`src/rtl/pwm_rgb_pkg.sv`:
```
// Shared types and lookups for the RGB hue-wheel fade: phase encoding,
// moving-channel/direction table and phase sequencing.
package pwm_rgb_pkg;

   localparam int DUTY_W_DEF = 10;

   typedef enum logic [2:0] {
      PH_RY = 3'd0,
      PH_YG = 3'd1,
      PH_GC = 3'd2,
      PH_CB = 3'd3,
      PH_BM = 3'd4,
      PH_MR = 3'd5
   } phase_t;

   typedef enum logic [1:0] {
      CH_R = 2'd0,
      CH_G = 2'd1,
      CH_B = 2'd2
   } chan_t;

   function automatic phase_t next_phase(input phase_t p);
      case (p)
         PH_RY:   return PH_YG;
         PH_YG:   return PH_GC;
         PH_GC:   return PH_CB;
         PH_CB:   return PH_BM;
         PH_BM:   return PH_MR;
         default: return PH_RY;
      endcase
   endfunction

   function automatic chan_t phase_chan(input phase_t p);
      case (p)
         PH_YG, PH_BM: return CH_R;
         PH_RY, PH_CB: return CH_G;
         default:      return CH_B;
      endcase
   endfunction

   // 1 = moving channel ramps toward full-on, 0 = toward off
   function automatic logic phase_up(input phase_t p);
      return (p == PH_RY) || (p == PH_GC) || (p == PH_BM);
   endfunction

endpackage

```
`src/rtl/rgb_fade_sched_if.sv`:
```
// Control/duty bundle between the fade scheduler and its surroundings
// (run/step/period_end in, committed duties and status out).
interface rgb_fade_sched_if
   import pwm_rgb_pkg::*;
#(
   parameter int DUTY_W = DUTY_W_DEF
);
   logic              run;
   logic [3:0]        step;
   logic              period_end;
   logic [DUTY_W-1:0] duty_r;
   logic [DUTY_W-1:0] duty_g;
   logic [DUTY_W-1:0] duty_b;
   logic [2:0]        phase;
   logic              upd;
   logic              overrun;

   modport master (
      output run, step, period_end,
      input  duty_r, duty_g, duty_b, phase, upd, overrun
   );

   modport slave (
      input  run, step, period_end,
      output duty_r, duty_g, duty_b, phase, upd, overrun
   );
endinterface

```
`src/rtl/step_prescaler.sv`:
```
// Free-running divider producing a one-cycle tick every CLK_FRE/STEP_HZ
// enabled cycles; the count freezes while en is low.
module step_prescaler #(
   parameter int CLK_FRE = 50_000_000,
   parameter int STEP_HZ = 100
) (
   input  logic clk,
   input  logic rst,
   input  logic en,
   output logic tick
);
   localparam int DIV   = CLK_FRE / STEP_HZ;
   localparam int CNT_W = (DIV > 2) ? $clog2(DIV) : 1;
   localparam logic [CNT_W-1:0] LAST = CNT_W'(DIV - 1);

   if (DIV < 2) begin : g_div_chk
      $error("step_prescaler: CLK_FRE/STEP_HZ must be at least 2");
   end

   logic [CNT_W-1:0] cnt_q, cnt_d;

   always_comb begin
      tick  = en && (cnt_q == LAST);
      cnt_d = cnt_q;
      if (en) cnt_d = tick ? '0 : cnt_q + CNT_W'(1);
   end

   always_ff @(posedge clk or posedge rst) begin
      if (rst) cnt_q <= '0;
      else     cnt_q <= cnt_d;
   end
endmodule

```
`src/rtl/rgb_fade_sched.sv`:
```
// Hue-wheel duty scheduler: step ticks arm a pending update that is
// committed only on a PWM period boundary.
//
//  phase | meaning
//  PH_RY | red->yellow,   green ramps up
//  PH_YG | yellow->green, red ramps down
//  PH_GC | green->cyan,   blue ramps up
//  PH_CB | cyan->blue,    green ramps down
//  PH_BM | blue->magenta, red ramps up
//  PH_MR | magenta->red,  blue ramps down
module rgb_fade_sched
   import pwm_rgb_pkg::*;
#(
   parameter int CLK_FRE  = 50_000_000,
   parameter int STEP_HZ  = 100,
   parameter int DUTY_W   = DUTY_W_DEF,
   parameter int DUTY_MAX = 99
) (
   input  logic             clk,
   input  logic             rst,
   rgb_fade_sched_if.slave  bus
);
   if (DUTY_MAX >= (1 << DUTY_W) || DUTY_W < 4) begin : g_duty_chk
      $error("rgb_fade_sched: DUTY_MAX must fit in DUTY_W bits (DUTY_W >= 4)");
   end

   localparam logic [DUTY_W-1:0] DMAX   = DUTY_W'(DUTY_MAX);
   localparam logic [DUTY_W:0]   DMAX_X = (DUTY_W+1)'(DUTY_MAX);

   logic tick;

   step_prescaler #(
      .CLK_FRE (CLK_FRE),
      .STEP_HZ (STEP_HZ)
   ) u_presc (
      .clk  (clk),
      .rst  (rst),
      .en   (bus.run),
      .tick (tick)
   );

   phase_t            phase_q, phase_d;
   logic [DUTY_W-1:0] r_q, r_d, g_q, g_d, b_q, b_d;
   logic              pending_q, pending_d;
   logic              upd_q, upd_d;
   logic              overrun_q, overrun_d;

   chan_t             ch;
   logic              up;
   logic              commit;
   logic              at_end;
   logic [DUTY_W-1:0] cur, nxt;
   logic [DUTY_W:0]   s_x, sum_x;

   always_comb begin
      ch     = phase_chan(phase_q);
      up     = phase_up(phase_q);
      s_x    = (bus.step == 4'd0) ? (DUTY_W+1)'(1) : (DUTY_W+1)'(bus.step);
      commit = bus.run && bus.period_end && (pending_q || tick);

      case (ch)
         CH_R:    cur = r_q;
         CH_G:    cur = g_q;
         default: cur = b_q;
      endcase

      // extra bit on the sum so a large step near DUTY_MAX cannot wrap
      sum_x = {1'b0, cur} + s_x;
      if (up) begin
         nxt    = (sum_x > DMAX_X) ? DMAX : sum_x[DUTY_W-1:0];
         at_end = (nxt == DMAX);
      end else begin
         nxt    = ({1'b0, cur} <= s_x) ? '0 : cur - s_x[DUTY_W-1:0];
         at_end = (nxt == '0);
      end

      phase_d   = phase_q;
      r_d       = r_q;
      g_d       = g_q;
      b_d       = b_q;
      pending_d = pending_q;
      upd_d     = 1'b0;
      overrun_d = 1'b0;

      if (!bus.run)         pending_d = 1'b0;
      else if (commit)      pending_d = 1'b0;
      else if (tick)        pending_d = 1'b1;

      // a second tick with no boundary in between is dropped, not queued
      overrun_d = tick && pending_q && !commit;

      if (commit) begin
         upd_d = 1'b1;
         case (ch)
            CH_R:    r_d = nxt;
            CH_G:    g_d = nxt;
            default: b_d = nxt;
         endcase
         if (at_end) phase_d = next_phase(phase_q);
      end
   end

   always_ff @(posedge clk or posedge rst) begin
      if (rst) begin
         phase_q   <= PH_RY;
         r_q       <= DMAX;
         g_q       <= '0;
         b_q       <= '0;
         pending_q <= 1'b0;
         upd_q     <= 1'b0;
         overrun_q <= 1'b0;
      end else begin
         phase_q   <= phase_d;
         r_q       <= r_d;
         g_q       <= g_d;
         b_q       <= b_d;
         pending_q <= pending_d;
         upd_q     <= upd_d;
         overrun_q <= overrun_d;
      end
   end

   assign bus.duty_r  = r_q;
   assign bus.duty_g  = g_q;
   assign bus.duty_b  = b_q;
   assign bus.phase   = phase_q;
   assign bus.upd     = upd_q;
   assign bus.overrun = overrun_q;
endmodule

```
`src/flat_wrapper.sv`:
```
// flat-port wrapper written by rule: the top's interface ports become plain ports
module rgb_fade_sched_flat import pwm_rgb_pkg::*;
#(
   parameter int CLK_FRE  = 50_000_000,
   parameter int STEP_HZ  = 100,
   parameter int DUTY_W   = DUTY_W_DEF,
   parameter int DUTY_MAX = 99
)
  (clk, rst, bus_run, bus_step, bus_period_end, bus_duty_r, bus_duty_g, bus_duty_b, bus_phase, bus_upd, bus_overrun);
  rgb_fade_sched_if #(.DUTY_W(DUTY_W)) bus_i ();
  input  logic clk;
  input  logic rst;
  input wire logic [$bits(bus_i.run)-1:0] bus_run;
  input wire logic [$bits(bus_i.step)-1:0] bus_step;
  input wire logic [$bits(bus_i.period_end)-1:0] bus_period_end;
  output wire logic [$bits(bus_i.duty_r)-1:0] bus_duty_r;
  output wire logic [$bits(bus_i.duty_g)-1:0] bus_duty_g;
  output wire logic [$bits(bus_i.duty_b)-1:0] bus_duty_b;
  output wire logic [$bits(bus_i.phase)-1:0] bus_phase;
  output wire logic [$bits(bus_i.upd)-1:0] bus_upd;
  output wire logic [$bits(bus_i.overrun)-1:0] bus_overrun;
  assign bus_i.run = bus_run;
  assign bus_i.step = bus_step;
  assign bus_i.period_end = bus_period_end;
  assign bus_duty_r = bus_i.duty_r;
  assign bus_duty_g = bus_i.duty_g;
  assign bus_duty_b = bus_i.duty_b;
  assign bus_phase = bus_i.phase;
  assign bus_upd = bus_i.upd;
  assign bus_overrun = bus_i.overrun;
  rgb_fade_sched #(.CLK_FRE(CLK_FRE), .STEP_HZ(STEP_HZ), .DUTY_W(DUTY_W), .DUTY_MAX(DUTY_MAX)) u_core (.clk(clk), .rst(rst), .bus(bus_i));
endmodule
```
`config.mk`:
```
export PLATFORM = sky130hd
export DESIGN_NAME = rgb_fade_sched_flat
export DESIGN_NICKNAME = d
export VERILOG_FILES = /design/src/rtl/pwm_rgb_pkg.sv /design/src/rtl/rgb_fade_sched_if.sv /design/src/rtl/step_prescaler.sv /design/src/rtl/rgb_fade_sched.sv /design/src/flat_wrapper.sv
export SDC_FILE = /design/constraint.sdc
export NUM_CORES = 1
export LEC_CHECK = 0
export CORE_AREA = 2 2 87 89
export DETAILED_ROUTE_END_ITERATION = 10
export DIE_AREA = 0 0 89 91
export PLACE_DENSITY = 0.83
export SYNTH_ARGS = -nofsm -noshare
export SYNTH_HDL_FRONTEND = slang
export SYNTH_SLANG_ARGS = --single-unit
```
`constraint.sdc`:
```
create_clock -name clk -period 4.1 [get_ports clk]
set_clock_uncertainty 0.2 [all_clocks]
set_input_delay 0.41 -clock clk [delete_from_list [all_inputs] [get_ports clk]]
set_output_delay 0.41 -clock clk [all_outputs]
set_load 0.03 [all_outputs]
```
==> flow_summary.yaml <==
clock_network:
  cts_buffers: 5
  clkTransAtPathRegs_ns: 0.11
  tritoncts: "yes"
  cts_max_path_buffers: 2
  htree_num_levels: 2
  cts_sinks: 55
  clock_latency_ns: 0.33
  clockRootBuffer: "clkbuf_8"
placement:
  pre_cts_ws_ns: 0.0198
  port_buffers: 42
  gp_congestion: 0.974
  dp_hpwl_um: 6530
  dpl-instance-area_um2: 4160
  post-place-cells: 508
power:
  switching_share_pct: 26.9
  power_density_nw_per_um2: 238
  p_leak_nw: 1.83
  p_int_mw: 0.754
  totalPowerFinal_mw: 1.03
  max-vdd-ir-drop_mv: 0.154
  p_seq_share_pct: 57.8
  comb_power_share_pct: 9.5
  p_clk_share_pct: 32.7
  p_sw_mw: 0.278
floorplan:
  die_h_um: 91
  pin_count: 43
  die_x_um: 89
  rows: 31
  initial_core_util_pct: 50.4
  core_area_um2: 7140
  dieArea_um2: 8100
drt:
  num_vias: 3122
  drc_errors: 0
  wl_met1_um: 3910
  vias_per_cell: 6.00
  wl_per_cell_um: 17.2
  route.met2.wl_um: 4260
  dr.max_layer_used: "met4"
  drt_iter0_drc: 234
  wl_met3_um: 538
  wl_um: 8950
  firstDrtPassIters: 5
  ant_nets: 0
final_layout:
  final_nets: 439
  layout.cells.non_filler: 520
  drive_gt1_share_pct: 22.3
  syn_to_final_growth_pct: 20.7
  antenna_cells: 0
  fillers: 609
  fin_util_pct: 60.8
  finalInstanceArea_um2: 4340
timing:
  period_needed_ns: 3.92
  finalMaxSlewViolations: 0
  fmax_mhz: 255
  maxSlewHeadroom_pct: 55.5
  final.setup.worst_slack_ns: 0.183
  setup_viol: 0
  worst_slew_pin_slew_ns: 0.666
  finalHoldViolCount: 0
  finalCritPeriodShare_pct: 95.5
setup_path:
  cp.required_ns: 4.11
  critical_path_buf_inv_count: 3
  arrival_ns: 3.93
  cp_slowest_cell: "dfrtp_2"
  worst_setup_path_start_kind: "flop"
  path_cells: "buf_4, nand2b_1, nand2_1, a22oi_1, o21ai_0, ha_2, inv_1, a21oi_1, o31ai_2, buf_4, nor4_4, o21ai_2, a21oi_4, nor3b_1, o32a_1, mux2_2"
  path_class: "flop to flop"
  cp_max_fo: 9
  crit_top_cell: "buf_4"
  slowest_delay_ns: 0.48
  worstSetupEndpointType: "flop"
  path_depth: 16
  crit_family: "compound AO/OA/AOI/OAI gates"
  reg2regPathDepth: 16
yosys:
  synth_most_common_cell: "dfrtp_1"
  synth_warnings: 0
  yosys.cell_types.count: 66
  synth-edff-count: 0
  synth-seq-cells: 55
  yosys_most_used_dff: "dfrtp_1"
  synth_area_leaders: "dfrtp_1 35%, mux2_2 7.5%, xnor2_1 4.1%"
  synthArstFlopShare_pct: 100
  synthTopCellsByCount: "51 x dfrtp_1, 30 x nand2_1, 29 x nor2_1"
  seq_area_frac_synth_pct: 38.4
  synth_area_per_cell_um2: 9.64
  synth_top_area_cell: "dfrtp_1"
  synth_nets: 392
  netlist_instances: 373
  synth_area_um2: 3600
  yosysTopAreaCellShare_pct: 35.5
grt:
  antenna_found_initial: 0
  grt_max_degree: 33
  grt_pass1_wl_um: 14900
  grt_pass1_vias: 3103
  grt_overflow: 0
  track_usage_pct: 23.1
worst_hold_path:
  min_path_type: "input pin to asynchronous set/reset pin"
job:
  max-cap-violations: 0
outcome:
  outcome: "completed"
[logic make-up (layout without fill, tap and decap cells)]
kind of cell / after synthesis / count (layout) / share of synthesized area, %
compound gates: 90 / 90 / 18.9
xor+xnor: 23 / 23 / 5.81
fa+ha+maj: 11 / 11 / 4.25
buf+inv: 36 / 84 / 4.38
flops: 55 / 55 / 38.4
mux: 30 / 30 / 9.22
simple gates: 128 / 128 / 19.0
[cells in the final DEF (no fill, tap or decap), drive strengths merged, types with 5 or more instances in the layout]
cell type,netlist,routed
dfrtp,51,51
clkdlybuf4s50,0,42
nand2,30,30
nor2,29,29
mux2,25,25
o21ai,20,20
inv,17,18
xnor2,17,17
buf,6,17
nand3,14,14
a21oi,14,14
nor3,13,13
ha,9,9
o22a,8,8
nor2b,8,8
a22oi,7,7
o31ai,7,7
clkbuf,13,6
xor2,6,6
nand4,5,5
mux2i,5,5
[registers in the layout, summed over array words and instances, names as in the netlist]
name                  flops
u_core.bus.duty_b        10
u_core.bus.duty_g        10
u_core.bus.duty_r        10
u_core.bus.overrun        1
u_core.bus.phase          3
u_core.bus.upd            1
u_core.pending_q          1
u_core.u_presc.cnt_q     19
[per-layer routing]
metal | GRT usage (%) | up-vias
met1 | 31.8 | 1523
li1 | - | 1442
met5 | 0 | -
met4 | 7.21 | 0
met2 | 36.1 | 133
met3 | 4.91 | 24
[timing repair]
item                                    4_1_cts  5_1_grt
resized for setup                             0       18
endpoints found under the setup margin        0       23
setup buffers                                 0        4
hold buffers                                  0        0
[final timing paths]
| kind | end | from | slack (ns) |
|---|---|---|---|
| worst max-delay path | u_core.bus.duty_r[3]$_DFFE_PP0P_ | u_core.bus.phase[1]$_DFFE_PP0P_ | 0.18 |
| worst min-delay path | u_core.bus.overrun$_DFF_PP0_ | rst | 0.29 |
| worst max register to register | u_core.bus.duty_r[3]$_DFFE_PP0P_ | u_core.bus.phase[1]$_DFFE_PP0P_ | 0.18 |
| worst min register to register | u_core.u_presc.cnt_q[12]$_DFFE_PP0P_ | u_core.u_presc.cnt_q[12]$_DFFE_PP0P_ | 0.30 |
| max in group asynchronous | u_core.bus.duty_r[6]$_DFFE_PP1P_ | rst | 2.60 |
| min in group clk | u_core.u_presc.cnt_q[12]$_DFFE_PP0P_ | u_core.u_presc.cnt_q[12]$_DFFE_PP0P_ | 0.30 |
[power by group through the flow]
stage | sequential, mW | combinational (mW) | clock (mW)
after floorplan | 0.599 | 0.0703 | 0
after detailed placement | 0.604 | 0.0963 | 0
after global placement | 0.603 | 0.0915 | 0
after global routing | 0.600 | 0.114 | 0.364
after CTS | 0.595 | 0.0962 | 0.342
final | 0.596 | 0.0981 | 0.338
[per-stage QoR]
stage	TNS (ns)	hold WS (ns)
CTS	0	0.301
global placement	0	0.263
detailed placement	0	0.281
floorplan	0	0.245
global route	-0.123	0.311
finish	0	0.289
[final cells by class]
class | count | area, um2 | area share [%]
multi-input cells | 282 | 2120 | 48.8
flip-flops and latches | 55 | 1390 | 31.9
inverters | 17 | 63.8 | 1.47
clock buffers | 6 | 82.6 | 1.90
well taps | 99 | 124 | 2.85
repair buffers | 59 | 548 | 12.6
clock inverters | 2 | 18.8 | 0.432
[worst reg2reg max path, cell delays in order, from the launching register on]
cell and delay [ns]:
dfrtp_2 0.48, buf_4 0.17, nand2b_1 0.08, nand2_1 0.12, a22oi_1 0.19, o21ai_0 0.15, ha_2 0.45, inv_1 0.11
a21oi_1 0.22, o31ai_2 0.10, buf_4 0.16, nor4_4 0.27, o21ai_2 0.11, a21oi_4 0.28, nor3b_1 0.09, o32a_1 0.36
mux2_2 0.27
Power figures use the tool's default switching activity.
